==> config.mk <==
export PLATFORM = sky130hd
export DESIGN_NAME = mul_arbiter
export DESIGN_NICKNAME = d
export VERILOG_FILES = /design/src/rtl/mul_pkg.sv /design/src/rtl/rr_arbiter.sv /design/src/rtl/mul_arbiter.sv
export SDC_FILE = /design/constraint.sdc
export NUM_CORES = 1
export LEC_CHECK = 0
export ABC_AREA = 1
export CAP_MARGIN = 5
export CORE_AREA = 2 2 188 190
export DETAILED_ROUTE_END_ITERATION = 6
export DIE_AREA = 0 0 190 192
export RECOVER_POWER = 100
export SETUP_SLACK_MARGIN = 0.15
export SLEW_MARGIN = 20
export SYNTH_ARGS = -nofsm -noshare
export SYNTH_HDL_FRONTEND = slang
export SYNTH_SLANG_ARGS = --single-unit
==> constraint.sdc <==
create_clock -name clk -period 2 [get_ports clk]
set_clock_uncertainty 0.15 [all_clocks]
set_input_delay 0.5 -clock clk [delete_from_list [all_inputs] [get_ports clk]]
set_output_delay 0.5 -clock clk [all_outputs]
set_load 0.01 [all_outputs]
==> src/rtl/mul_pkg.sv <==
// Shared constants and FSM encoding for the
// multiplier arbiter slice.
package mul_pkg;

  localparam int WIDTH_DEF = 32;
  localparam int N_DEF     = 4;

  typedef enum logic [1:0] {
    IDLE,
    ISSUE,
    WAIT_DONE,
    RESPOND
  } state_t;

endpackage

==> src/rtl/rr_arbiter.sv <==
// Round-robin pick: first requester after
// last_grant, wrapping modulo N.
module rr_arbiter
  import mul_pkg::*;
#(
  parameter int N = N_DEF,
  localparam int IW = $clog2(N)
) (
  input  logic [N-1:0]  req,
  input  logic [IW-1:0] last_grant,
  output logic [IW-1:0] grant,
  output logic          any
);

  logic [IW-1:0] idx;

  // scan last_grant+1 .. last_grant+N, keep the first hit
  always_comb begin
    grant = '0;
    any   = 1'b0;
    idx   = '0;
    for (int i = 1; i <= N; i++) begin
      idx = last_grant + IW'(i);
      if (!any && req[idx]) begin
        grant = idx;
        any   = 1'b1;
      end
    end
  end

endmodule

==> src/rtl/mul_arbiter.sv <==
// Shares one multiplier among N requesters,
// one operation in flight, round-robin grant.
module mul_arbiter
  import mul_pkg::*;
#(
  parameter int WIDTH = WIDTH_DEF,
  parameter int N     = N_DEF
) (
  input  logic                 clk,
  input  logic                 reset,
  input  logic [N-1:0]         req_valid,
  input  logic [N*WIDTH-1:0]   req_a,
  input  logic [N*WIDTH-1:0]   req_b,
  output logic [N-1:0]         req_accept,
  output logic [N-1:0]         rsp_done,
  output logic [2*WIDTH-1:0]   rsp_product,
  input  logic [N-1:0]         rsp_ack,
  output logic [WIDTH-1:0]     mul_a,
  output logic [WIDTH-1:0]     mul_b,
  output logic                 mul_valid,
  input  logic                 mul_ret_ack,
  input  logic                 mul_done,
  input  logic [2*WIDTH-1:0]   mul_product,
  output logic                 mul_ack,
  output logic [15:0]          ops_count
);

  localparam int IW = $clog2(N);

  state_t        state;
  state_t        state_nx;
  logic [IW-1:0] grant;
  logic [IW-1:0] last_grant;
  logic [IW-1:0] pick;
  logic          any;
  logic          ack_hit;
  logic [N-1:0]  grant_oh;

  rr_arbiter #(.N(N)) u_rr (
    .req        (req_valid),
    .last_grant (last_grant),
    .grant      (pick),
    .any        (any)
  );

  assign ack_hit  = rsp_ack[grant];
  assign grant_oh = N'(1) << grant;

  // state register
  always_ff @(posedge clk or negedge reset) begin
    if (!reset) state <= IDLE;
    else        state <= state_nx;
  end

  // next state and state-decoded handshake outputs
  always_comb begin
    state_nx  = state;
    mul_valid = 1'b0;
    rsp_done  = '0;
    unique case (state)
      IDLE: begin
        if (any) state_nx = ISSUE;
      end
      ISSUE: begin
        mul_valid = 1'b1;
        if (mul_ret_ack) state_nx = WAIT_DONE;
      end
      WAIT_DONE: begin
        if (mul_done) state_nx = RESPOND;
      end
      RESPOND: begin
        rsp_done = grant_oh;
        if (ack_hit) state_nx = IDLE;
      end
      default: state_nx = IDLE;
    endcase
  end

  // operand latch, result capture, bookkeeping
  always_ff @(posedge clk or negedge reset) begin
    if (!reset) begin
      grant       <= '0;
      last_grant  <= IW'(N - 1);
      mul_a       <= '0;
      mul_b       <= '0;
      req_accept  <= '0;
      mul_ack     <= 1'b0;
      rsp_product <= '0;
      ops_count   <= '0;
    end else begin
      req_accept <= '0;
      mul_ack    <= 1'b0;
      if (state == IDLE && any) begin
        grant      <= pick;
        mul_a      <= req_a[pick*WIDTH +: WIDTH];
        mul_b      <= req_b[pick*WIDTH +: WIDTH];
        req_accept <= N'(1) << pick;
      end
      if (state == WAIT_DONE && mul_done) begin
        rsp_product <= mul_product;
        mul_ack     <= 1'b1;
      end
      if (state == RESPOND && ack_hit) begin
        last_grant <= grant;
        if (ops_count != 16'hFFFF)
          ops_count <= ops_count + 16'd1;
      end
    end
  end

endmodule

==> impl_metrics.csv <==
group,metric,value,unit
global_route,grt.total_usage,21.1,%
yosys,yosysTopAreaCell,"dfrtp_1",
yosys,netlist_area,9170,um2
routing,drc,0,
worst_setup_path,cp.arrival,2590,ps
global_route,grt_pass1_vias,10400,
yosys,synth-seq-cells,155,
placement,io_buffers,485,
routing,via_per_inst,4.49,
clock_network,worst_skew_pair.late_latency,420,ps
global_route,grt_start_max_net_pins,68,
clock_network,clkTransAtPathRegs,70,ps
worst_setup_path,r2r-start,"last_grant[0]",
finish,utilization,48.0,%
worst_setup_path,timing.rr.end,"mul_b[26]",
worst_setup_path,critPathCaptureType,"flip-flop",
yosys,synth_async_sr_flop_share,100,%
worst_setup_path,crit_required,2170,ps
yosys,synth_cell_types,32,
die,start_util,26.7,%
yosys,synth.avg_cell_area,6.71,um2
timing,max_freq,0.414,GHz
timing,final_hold_viol_count,0,
timing,min_period,2410,ps
worst_setup_path,ff2ff_path_depth,15,
die,ios,486,
routing,wl_per_cell,16.9,um
finish,final_net_count,2232,
routing,first_pass_iters,6,
worst_hold_path,whs_path_depth,2,
timing,setup_viol,76,
timing,relSlewSlack,51.0,%
power_and_ir_drop,power.density,1730,nW/um2
clock_network,clockRootBuffer,"clkbuf_16",
yosys,synth.yosys.seq_area_share,42.3,%
yosys,ys_warn_count,0,
clock_network,clockBufferDepth,2,
finish,syn_to_final_growth,79.7,%
yosys,yosys_most_used_dff,"dfrtp_1",
placement,place_area,15000,um2
finish,final_common_cell,"nand2_1",
clock_network,cts_max_level,4,
die,rows,68,
die,die_area,36500,um2
global_route,grt_pass1_wl,59200,um
finish,drive_gt1_share,14.2,%
power_and_ir_drop,finalPower,0.0285,W
routing,dr.first_iter.drc_count,382,
placement,place_ws,-816,ps
clock_network,cts_buffers,17,
finish,final_cell_mix,"nand2_1, clkdlybuf4s50_1, inv_1",
yosys,yosys-top-cells-area,"dfrtp_1, nand2_1, nand3_1",
yosys,synthCells,1366,
timing,worstMarginPinSlew,736,ps
timing,maxSlewViolCount,0,
global_route,globalRouteOverflowTotal,0,
finish,fin_area,16500,um2
worst_setup_path,crit_type,"reg -> reg",
placement,routabilityCongestion,0.908,
global_route,grt_antenna_before_repair,2,
status,status,"finished with violations",
clock_network,clock_sinks,155,
worst_hold_path,hold_class,"reg -> reg",
power_and_ir_drop,ir_worst_vdd,1.37,mV
status,violations,"setup timing",
worst_hold_path,hold_start,"rsp_product[42]",
worst_setup_path,cp_max_fo,7,
yosys,synth_fp_nets,1704,
timing,fin_ws,-415,ps
routing,final_antenna_net_count,0,
timing,period_share,121,%
timing,rsz0062_at_grt,"yes",
worst_setup_path,start_kind,"flip-flop",
yosys,yosysTopAreaCellShare,41.8,%
power_and_ir_drop,p_leak,8.56,nW
worst_hold_path,whs_endpoint,"rsp_product[42]",
routing,wl,40000,um
placement,dp_hpwl,28600,um
worst_setup_path,r2r_slack,-410,ps
yosys,synth_edf_count,0,
die,fp.dieH,192,um
routing,via_count,10600,
flow_run,drv_cap,0,
die,core_area,34300,um2
clock_network,cts_tree,"yes",
die,die_x,190,um
finish,antennaDiodeCount,0,
finish,fillCellCount,3388,
[through the flow]
step	setup TNS, ps	hold slack, ps	std cells
floorplan	-2570	54.4	1366
global placement	-52850	158	2293
detailed placement	-56300	158	2293
CTS	-21570	253	2345
global route	-36770	347	2362
finish	-24140	324	2362
[power by group]
group          leakage [nW]  internal (W)  switching (W)
combinational          6.33       0.00888         0.0107
sequential             1.94       0.00457       0.000835
clock                 0.297       0.00193        0.00153
[flip-flops by register name (all words and copies together) (netlist names)]
name,flops
grant,2
last_grant,2
mul_a,32
mul_ack,1
mul_b,32
ops_count,16
req_accept,4
rsp_product,64
state,2
[repair_timing]
item                                    4_1_cts  5_1_grt
hold buffers                                  1        0
endpoints found under the setup margin      238      162
resized for setup                           194      156
hold endpoints to repair                    110        0
buffers inserted                             13       14
cloned                                        6        3
pin swaps                                     8       29
[synth_stat cells, drive strengths merged, types with 2 or more instances]
cell      n
a21oi     3
inv     234
or2      26
xnor2     6
xor2      8
nor3     12
nand2   570
clkbuf   27
clkinv    2
dfstp     2
o211ai   25
nor2     14
nand4     5
nand3   216
o21ai     6
buf      46
ha        6
dfrtp   153
[how the worst max path moves through the flow]
stage | start | endpoint
after global routing | last_grant[0] | mul_b[25]
final | last_grant[0] | mul_b[26]
after detailed placement | req_valid[3] | mul_a[19]
after CTS | last_grant[0] | mul_b[26]
after global placement | req_valid[2] | mul_a[3]
after floorplan | last_grant[0] | mul_a[18]
[cell families after synthesis]
family | synth area share [%]
AND/OR/NAND/NOR | 39.3
buffers and inverters | 13.5
flip-flops | 42.3
AO/OA/AOI/OAI | 2.69
XOR/XNOR | 1.34
adder cells (fa/ha/maj) | 0.819
[critical path, cell delays in order (launching register included)]
cell and delay [ps]:
dfstp_2 600, buf_6 160, nand2_1 80, nand3_1 130, nand2_2 90, nor2_4 120, nand4_4 170, nand2_8 130
buf_12 150, buf_6 120, buf_8 130, nand2_1 60, nand3_1 70, nand2_1 60, nand2_1 50, nand2_1 40
[area by class of cell]
cell class / count / area, um2 / area share, %
clock inverter: 14 / 179 / 1.09
timing repair buffer: 581 / 5920 / 36.0
clock buffer: 18 / 439 / 2.67
sequential: 155 / 3880 / 23.6
multi-input combinational: 903 / 4570 / 27.7
tap: 455 / 569 / 3.46
inverter: 236 / 906 / 5.50
[metal layers]
| layer | up-vias | GRT usage (%) | part of all wire [%] |
|---|---|---|---|
| met1 | 4901 | 24.5 | 39 |
| li1 | 5211 | - | - |
| met5 | - | 0 | 0.067 |
| met2 | 433 | 37.9 | 51 |
| met4 | 4 | 6.20 | 2.1 |
| met3 | 52 | 5.57 | 7.7 |
No activity file was read; power rests on OpenSTA's default activity.
